--- config.mk ---
export PLATFORM = sky130hd
export DESIGN_NAME = seq_div_unit
export DESIGN_NICKNAME = d
export VERILOG_FILES = /design/src/rtl/div_pkg.sv /design/src/rtl/div_step.sv /design/src/rtl/seq_div_unit.sv
export SDC_FILE = /design/constraint.sdc
export NUM_CORES = 1
export LEC_CHECK = 0
export CAP_MARGIN = 20
export CORE_UTILIZATION = 50
export CTS_CLUSTER_SIZE = 25
export DETAILED_ROUTE_END_ITERATION = 6
export GPL_ROUTABILITY_DRIVEN = 1
export PLACE_DENSITY = 0.74
export SKIP_LAST_GASP = 1
export SLEW_MARGIN = 20
export SYNTH_ARGS = -nofsm -noshare
export SYNTH_HDL_FRONTEND = slang
export SYNTH_SLANG_ARGS = --single-unit
--- constraint.sdc ---
create_clock -name clk -period 3.3 [get_ports clk]
set_input_delay 0.66 -clock clk [delete_from_list [all_inputs] [get_ports clk]]
set_output_delay 0.66 -clock clk [all_outputs]
set_load 0.05 [all_outputs]
--- src/rtl/div_pkg.sv ---
// Shared definitions for the sequential divider: FSM state encoding,
// default operand width and the divide-by-zero quotient pattern.
package div_pkg;

    typedef enum logic [1:0] {
        IDLE = 2'd0,
        ITER = 2'd1,
        FIX  = 2'd2,
        DONE = 2'd3
    } div_state_t;

    localparam int DIV_WIDTH = 32;

    // Quotient reported on divide by zero: all ones at any width.
    localparam logic [DIV_WIDTH-1:0] DIV_ZERO_QUO = '1;

endpackage

--- src/rtl/div_step.sv ---
// One restoring radix-2 iteration: shift {rem, quo} left, trial-subtract
// the divisor magnitude, keep the difference and set the quotient LSB when
// the trial result is non-negative.
module div_step #(
    parameter int WIDTH = 32
) (
    input  logic [WIDTH-1:0] rem_in,
    input  logic [WIDTH-1:0] quo_in,
    input  logic [WIDTH-1:0] dvs_in,
    output logic [WIDTH-1:0] rem_out,
    output logic [WIDTH-1:0] quo_out
);

    logic [WIDTH-1:0] shifted_lo;
    logic             shifted_hi;
    logic [WIDTH:0]   trial;
    logic             take;

    // The shifted remainder is WIDTH+1 bits. When its top bit is set it is
    // at least 2^WIDTH and always exceeds the divisor, so the low WIDTH bits
    // of the difference are exact; otherwise the borrow decides.
    always_comb begin
        shifted_hi = rem_in[WIDTH-1];
        shifted_lo = {rem_in[WIDTH-2:0], quo_in[WIDTH-1]};
        trial      = {1'b0, shifted_lo} - {1'b0, dvs_in};
        take       = shifted_hi | ~trial[WIDTH];
        rem_out    = take ? trial[WIDTH-1:0] : shifted_lo;
        quo_out    = {quo_in[WIDTH-2:0], take};
    end

endmodule

--- src/rtl/seq_div_unit.sv ---
// Multi-cycle restoring integer divider with start/done handshake and
// signed/unsigned mode. Quotient goes to LO, remainder to HI.
// Optional macro SEQ_DIV_EARLY_TERM_EN: when |divisor| > |dividend| the
// iterations are skipped (results unchanged, done two cycles after start).
module seq_div_unit
    import div_pkg::*;
#(
    parameter int WIDTH = DIV_WIDTH
) (
    input  logic             clk,
    input  logic             clr,
    input  logic             start,
    input  logic             is_signed,
    input  logic [WIDTH-1:0] dividend,
    input  logic [WIDTH-1:0] divisor,
    output logic             busy,
    output logic             done,
    output logic [WIDTH-1:0] quotient,
    output logic [WIDTH-1:0] remainder,
    output logic             div_by_zero
);

    localparam int CNT_W = $clog2(WIDTH + 1);

    div_state_t       state_q, state_d;
    logic [CNT_W-1:0] cnt_q, cnt_d;
    logic [WIDTH-1:0] rem_q, rem_d;
    logic [WIDTH-1:0] quo_q, quo_d;
    logic [WIDTH-1:0] dvs_q, dvs_d;
    logic [WIDTH-1:0] dvd_q, dvd_d;
    logic             q_neg_q, q_neg_d;
    logic             r_neg_q, r_neg_d;
    logic             dz_q, dz_d;
    logic             early_q, early_d;
    logic [WIDTH-1:0] quotient_q, quotient_d;
    logic [WIDTH-1:0] remainder_q, remainder_d;
    logic             dbz_q, dbz_d;

    logic             dvd_neg, dvs_neg;
    logic [WIDTH-1:0] dvd_mag, dvs_mag;
    logic [WIDTH-1:0] rem_step, quo_step;

    div_step #(.WIDTH(WIDTH)) u_step (
        .rem_in  (rem_q),
        .quo_in  (quo_q),
        .dvs_in  (dvs_q),
        .rem_out (rem_step),
        .quo_out (quo_step)
    );

    // Operand magnitudes; the most-negative value maps onto itself, which is
    // the correct unsigned magnitude.
    always_comb begin
        dvd_neg = is_signed & dividend[WIDTH-1];
        dvs_neg = is_signed & divisor[WIDTH-1];
        dvd_mag = dvd_neg ? -dividend : dividend;
        dvs_mag = dvs_neg ? -divisor : divisor;
    end

    // Next-state and datapath control.
    always_comb begin
        state_d     = state_q;
        cnt_d       = cnt_q;
        rem_d       = rem_q;
        quo_d       = quo_q;
        dvs_d       = dvs_q;
        dvd_d       = dvd_q;
        q_neg_d     = q_neg_q;
        r_neg_d     = r_neg_q;
        dz_d        = dz_q;
        early_d     = early_q;
        quotient_d  = quotient_q;
        remainder_d = remainder_q;
        dbz_d       = dbz_q;
        case (state_q)
            IDLE: begin
                if (start) begin
                    rem_d   = '0;
                    quo_d   = dvd_mag;
                    dvs_d   = dvs_mag;
                    dvd_d   = dividend;
                    q_neg_d = dvd_neg ^ dvs_neg;
                    r_neg_d = dvd_neg;
                    cnt_d   = CNT_W'(WIDTH);
                    dz_d    = (divisor == '0);
                    early_d = 1'b0;
`ifdef SEQ_DIV_EARLY_TERM_EN
                    early_d = (divisor != '0) && (dvs_mag > dvd_mag);
`endif
                    state_d = (dz_d || early_d) ? FIX : ITER;
                end
            end
            ITER: begin
                rem_d = rem_step;
                quo_d = quo_step;
                cnt_d = cnt_q - CNT_W'(1);
                if (cnt_q == CNT_W'(1)) begin
                    state_d = FIX;
                end
            end
            FIX: begin
                if (dz_q) begin
                    quotient_d  = {WIDTH{DIV_ZERO_QUO[0]}};
                    remainder_d = dvd_q;
                    dbz_d       = 1'b1;
                end else if (early_q) begin
                    quotient_d  = '0;
                    remainder_d = dvd_q;
                    dbz_d       = 1'b0;
                end else begin
                    quotient_d  = q_neg_q ? -quo_q : quo_q;
                    remainder_d = r_neg_q ? -rem_q : rem_q;
                    dbz_d       = 1'b0;
                end
                state_d = DONE;
            end
            DONE: begin
                state_d = IDLE;
            end
            default: begin
                state_d = IDLE;
            end
        endcase
    end

    // State and datapath registers with synchronous reset.
    always_ff @(posedge clk) begin
        if (clr) begin
            state_q     <= IDLE;
            cnt_q       <= '0;
            rem_q       <= '0;
            quo_q       <= '0;
            dvs_q       <= '0;
            dvd_q       <= '0;
            q_neg_q     <= 1'b0;
            r_neg_q     <= 1'b0;
            dz_q        <= 1'b0;
            early_q     <= 1'b0;
            quotient_q  <= '0;
            remainder_q <= '0;
            dbz_q       <= 1'b0;
        end else begin
            state_q     <= state_d;
            cnt_q       <= cnt_d;
            rem_q       <= rem_d;
            quo_q       <= quo_d;
            dvs_q       <= dvs_d;
            dvd_q       <= dvd_d;
            q_neg_q     <= q_neg_d;
            r_neg_q     <= r_neg_d;
            dz_q        <= dz_d;
            early_q     <= early_d;
            quotient_q  <= quotient_d;
            remainder_q <= remainder_d;
            dbz_q       <= dbz_d;
        end
    end

    assign busy        = (state_q == ITER) || (state_q == FIX);
    assign done        = (state_q == DONE);
    assign quotient    = quotient_q;
    assign remainder   = remainder_q;
    assign div_by_zero = dbz_q;

endmodule
## Yosys cells after proc, flatten, opt, wreduce, memory -nomap -nowiden

Index checks and enable logic that the tools add are counted.

- Input bits: 68
- Output and inout port bits: 67
- Bits in registers: 204
- Logic and storage cells: 54

- Multiplexer cells: 18
- $add $sub $neg: 6
- Bitwise logic cells: 5
- Equal/unequal tests: 6
- Reduce and logical (&&, ||, !) cells: 7

Operators with widths:

| cell | number |
|---|---|
| 2-to-1 mux 32 bit | 9 |
| negation 32 bit | 4 |
| case mux 32 bit (2 select lines) | 2 |
| subtractor 32 x 32 -> 33 bit | 1 |
| zero test 32 bit | 1 |
| case mux 6 bit (2 select lines) | 1 |
| case mux 2 bit (4 select lines) | 1 |
| equality test 6 x 1 -> 1 bit (second input constant) | 1 |
| 2-to-1 mux 2 bit | 3 |
| 2-to-1 mux 6 bit | 1 |
| AND reduction 2 bit | 3 |
| subtractor 6 x 1 -> 6 bit (second input constant) | 1 |
| equality test 2 bit (second input constant) | 2 |
| inequality test 2 bit (second input constant) | 2 |
| AND 1 bit | 2 |
| equality test 2 x 1 -> 1 bit (second input constant) | 1 |
| zero test 2 bit | 1 |
| nonzero test 2 bit | 1 |
| logical OR 1 bit | 1 |
| 2-to-1 mux 1 bit | 1 |
| NOT 1 bit | 1 |
| OR 1 bit | 1 |
| bitwise XOR 1 bit | 1 |

## Logic depth before layout (Yosys ltp)

- Word-level depth: 5
- Gate-level depth with buffers: 14
- Gate-level depth less buffers: 12

## By module

Synthesis repeated with hierarchy kept, for this count alone.

- Cells, all modules: 1654
- Area, all modules: 12833.6 um^2

By module, submodules not included:

| module | area an instance (um^2) | times used | sequential area each (um^2) | cells an instance |
|---|---|---|---|---|
| seq_div_unit | 10482.6 | 1 | 4083.9 | 1288 |
| div_step | 2351.0 | 1 | 0.0 | 366 |

## Worst setup path before layout

OpenSTA, ideal clock, no wires.

- Kind: reg-to-reg
- Start: register quo_q[31]
- End: register rem_q[29]
- Cell stages (with the launch flop): 15
- Data required time: 3.176 ns
- Period minus slack after synthesis: 2.848 ns
- Arrival: 2.723 ns
- Setup slack: 0.452 ns
- Cells stage by stage: dfxtp_1 > inv_1 > ha_1 > fa_1 > nor2b_1 > o31ai_1 > a211oi_1 > a221o_1 > a211oi_1 > or2_1 > clkbuf_1 > buf_2 > and2_0 > a31oi_1 > o21ai_1

- Cells in the longest elaborated chain, start to end: 5

Ends and longest elaborated chain:

| what | line | text |
|---|---|---|
| start: declaration | seq_div_unit.sv:28 | `logic [WIDTH-1:0] quo_q, quo_d;` |
| start signal: assignment | seq_div_unit.sv:146 | `quo_q <= quo_d;` |
| subtractor 32 x 32 -> 33 bit * | div_step.sv:25 | `trial = {1'b0, shifted_lo} - {1'b0, dvs_in};` |
| NOT 1 bit | div_step.sv:26 | `take = shifted_hi \| ~trial[WIDTH];` |
| OR 1 bit | div_step.sv:26 |  |
| 2-to-1 mux 32 bit * | div_step.sv:27 | `rem_out = take ? trial[WIDTH-1:0] : shifted_lo;` |
| case mux 32 bit (2 select lines) * | seq_div_unit.sv:75 | `case (state_q)` |
| end signal: assignment | seq_div_unit.sv:145 | `rem_q <= rem_d;` |
| end: declaration | seq_div_unit.sv:27 | `logic [WIDTH-1:0] rem_q, rem_d;` |

Every way passes the cells marked *; elsewhere a longest branch is shown, timed or not.
A chain may end at the register's enable or synchronous reset.

## Worst setup path after layout

- Start: register dvs_q[9]
- End: register rem_q[29]

- Cells in the longest elaborated chain, start to end: 5

Ends and longest elaborated chain:

| what | line | text |
|---|---|---|
| start: declaration | seq_div_unit.sv:29 | `logic [WIDTH-1:0] dvs_q, dvs_d;` |
| start signal: assignment | seq_div_unit.sv:147 | `dvs_q <= dvs_d;` |
| subtractor 32 x 32 -> 33 bit * | div_step.sv:25 |  |
| NOT 1 bit | div_step.sv:26 |  |
| OR 1 bit | div_step.sv:26 |  |
| 2-to-1 mux 32 bit * | div_step.sv:27 |  |
| case mux 32 bit (2 select lines) * | seq_div_unit.sv:75 |  |

Marked as above.

==> out/metrics.yaml <==
period_minus_slack_ns: 3.07
synth_top_family_by_area: "compound AO/OA/AOI/OAI gates"
hold_viol: 0
rr_worst_depth: 11
status: "complete, no violations"
drive_above_1_share_pct: 8.77
drc: 0
clk_pin_slew_ns: 0.06
grt_pass1_vias: 10800
ys_types: 71
worstSetupStartpointType: "flip-flop"
synth_top_cell_by_area: "dfxtp_1"
relSlewSlack_pct: 29.2
die_w_um: 158
place.gp.congestion: 0.909
yosysWarnings: 0
synth_top_area_share_pct: 33.4
async_reset_ff_share_pct: 0
final_util_pct: 63.5
hold_path_class: "flip-flop to flip-flop"
wl_met2_mm: 16.4
p_per_area_nw_per_um2: 758
ios: 135
design.core.area_um2: 23800
die_area_um2: 25100
cts_setup_buffers: 0
hold_ws_ns: 0.456
cap_violations: 0
synth_xor_area_share_pct: 9.94
end_kind: "flip-flop"
slew_violations: 0
insertion_delay_ns: 0.52
cp_data_required_time_ns: 3.71
cts-buffers-inserted: 24
rsz0062_at_grt: "false"
cts-htree-levels: 1
io_buffers: 134
cts_hold_buf: 0
tightestPinTransition_ns: 1.06
cts_tree: "yes"
yosys.area_share.simple_pct: 21.3
synth_area_um2: 12200
drt_iter0_drc: 716
yosys.area_share.adder_pct: 4.46
syn_avg_cell_area_um2: 7.68
clockBufferDepth: 3
synth_ff_type: "dfxtp_1"
max_freq_mhz: 326
viasPerCell: 5.69
nets: 1848
synth.area.top_cells: "dfxtp_1 (33%), nand2_1 (7.6%), xnor2_1 (5.6%)"
syn_nets: 1706
routedWlPerCell_um: 17.0
hold_depth: 2
wl_met3_mm: 1.90
areaGrowthSynthToFinish_pct: 23.3
finalCritPeriodShare_pct: 92.9
cts.sinks: 204
postPlaceCellArea_um2: 14300
skew_ns: 0.00872
die_y_um: 158
setup_viol: 0
grt_pass1_wl_mm: 55.7
cp_max_fo: 6
dp_hpwl_mm: 26.1
grt_max_degree: 135
initial_core_util_pct: 51.5
num_antenna_cells: 0
cp.arrival_ns: 3.48
seq_area_frac_synth_pct: 33.4
synth_seq_cells: 204
highest_layer: "met4"
wl_met1_mm: 16.0
synth_compound_area_share_pct: 22.9
rows: 56
antenna_left: 0
muxShareOfSynthArea_pct: 3.36
clock-root-buffer: "clkbuf_16"
ir_worst_vdd_mv: 0.439
design_area_um2: 15100
grtUsageTotal_pct: 28.0
num_vias: 11800
p_leak_nw: 5.76
drt_pre_antenna_iters: 5
overflow: 0
synth-edff-count: 0
wirelength_mm: 35.2
worstSetupPathType: "flip-flop to flip-flop"
syn_inst: 1595
antenna_found_initial: 0
-- cells by family after synthesis --
group                    Yosys count
flip-flops                       204
AO/OA/AOI/OAI                    449
buffers and inverters            152
XOR/XNOR                         139
multiplexers                      41
AND/OR/NAND/NOR                  567
adder cells (fa/ha/maj)           43
-- where the power goes --
| part | internal [mW] | switching [mW] | total, mW |
|---|---|---|---|
| registers | 3.01 | 0.472 | 3.49 |
| logic | 2.00 | 3.22 | 5.22 |
| clock network | 1.64 | 1.09 | 2.73 |
-- worst max-delay path, stage by stage (launching register included) --
cell	delay [ns]
dfxtp_1	0.33
inv_1	0.04
ha_1	0.35
a21oi_1	0.23
a21boi_0	0.16
o311a_1	0.35
a31oi_1	0.29
a31oi_1	0.26
a2111oi_0	0.57
o211ai_1	0.13
a31oi_1	0.19
o21ai_1	0.07
-- final cells by class --
cell class / instances / area (µm²)
Clock buffer: 35 / 743
Clock inverter: 9 / 82.6
Fill cell: 2106 / 8660
Inverter: 55 / 206
Multi-Input combinational cell: 1239 / 7600
Sequential cell: 204 / 4090
Tap cell: 319 / 399
Timing Repair Buffer: 213 / 1970
-- sequential cells by signal, summed over array words and instances, names as in the netlist --
| name | count |
|---|---|
| dvd_q | 32 |
| dvs_q | 32 |
| quo_q | 32 |
| quotient | 32 |
| rem_q | 32 |
| remainder | 32 |
| cnt_q | 6 |
| state_q | 2 |
| div_by_zero | 1 |
| dz_q | 1 |
| q_neg_q | 1 |
| r_neg_q | 1 |
-- what timing repair did --
| item | CTS | global route |
|---|---|---|
| setup endpoints to repair | 0 | 3 |
| endpoints found under the hold margin | 0 | 0 |
| gates resized for setup | 0 | 1 |
-- cells in the mapped netlist, types with 9 or more instances --
cell type and count:
nand2b_1 18, nand3_1 12, nor2b_1 9, inv_1 55, nor2_1 166, o22ai_1 29
xnor2_1 78, ha_1 42, o31ai_1 30, nand2_1 249, nor4_1 12, buf_1 11
or4_1 13, a31oi_1 9, o21ai_0 126, mux2i_1 40, and3_1 9, xor2_1 61
dfxtp_1 204, or3_1 12, a21oi_1 118, o41ai_1 9, clkbuf_1 79, a211oi_1 36
nor3_1 26, o211ai_1 18, a21o_1 10, o21ai_1 10
-- worst paths after layout --
path                            endpoint                  start  slack, ns
setup / recovery  rem_q[29]$_SDFFE_PP0P_  dvs_q[9]$_SDFFE_PP0P_       0.23
hold / removal     dvd_q[4]$_SDFFE_PP0P_  dvd_q[4]$_SDFFE_PP0P_       0.46
setup reg to reg  rem_q[29]$_SDFFE_PP0P_  dvs_q[9]$_SDFFE_PP0P_       0.23
hold reg to reg    dvd_q[4]$_SDFFE_PP0P_  dvd_q[4]$_SDFFE_PP0P_       0.46
-- cell usage in the layout (no fill, tap or decap), drive strengths merged, types with 10 or more instances in the layout --
master         instances
a211oi                36
a21o                  10
a21oi                118
buf                   80
clkbuf                35
clkdlybuf4s50        133
dfxtp                204
ha                    42
inv                   56
mux2i                 40
nand2                249
nand2b                20
nand3                 12
nor2                 166
nor3                  29
nor4                  15
o211ai                18
o21ai                136
o22ai                 29
o31ai                 32
o41ai                 11
or3                   12
or4                   18
xnor2                 78
xor2                  61
-- metal layers --
metal,up-vias,track usage (%)
met2,335,47.2
met3,63,3.65
li1,5895,-
met1,5504,36.8
met5,-,0
met4,0,9.07
-- through the flow --
step	power [mW]	std cells	worst slack, ns	TNS, ns
after floorplan	7.24	1595	0.452	0
after global placement	8.61	2030	-0.00186	-0.00186
after detailed placement	8.70	2030	-0.0693	-0.0693
after CTS	11.4	2074	0.189	0
after global routing	12.1	2074	0.0126	0
final	11.4	2074	0.233	0
(Power assumes the default switching activity.)
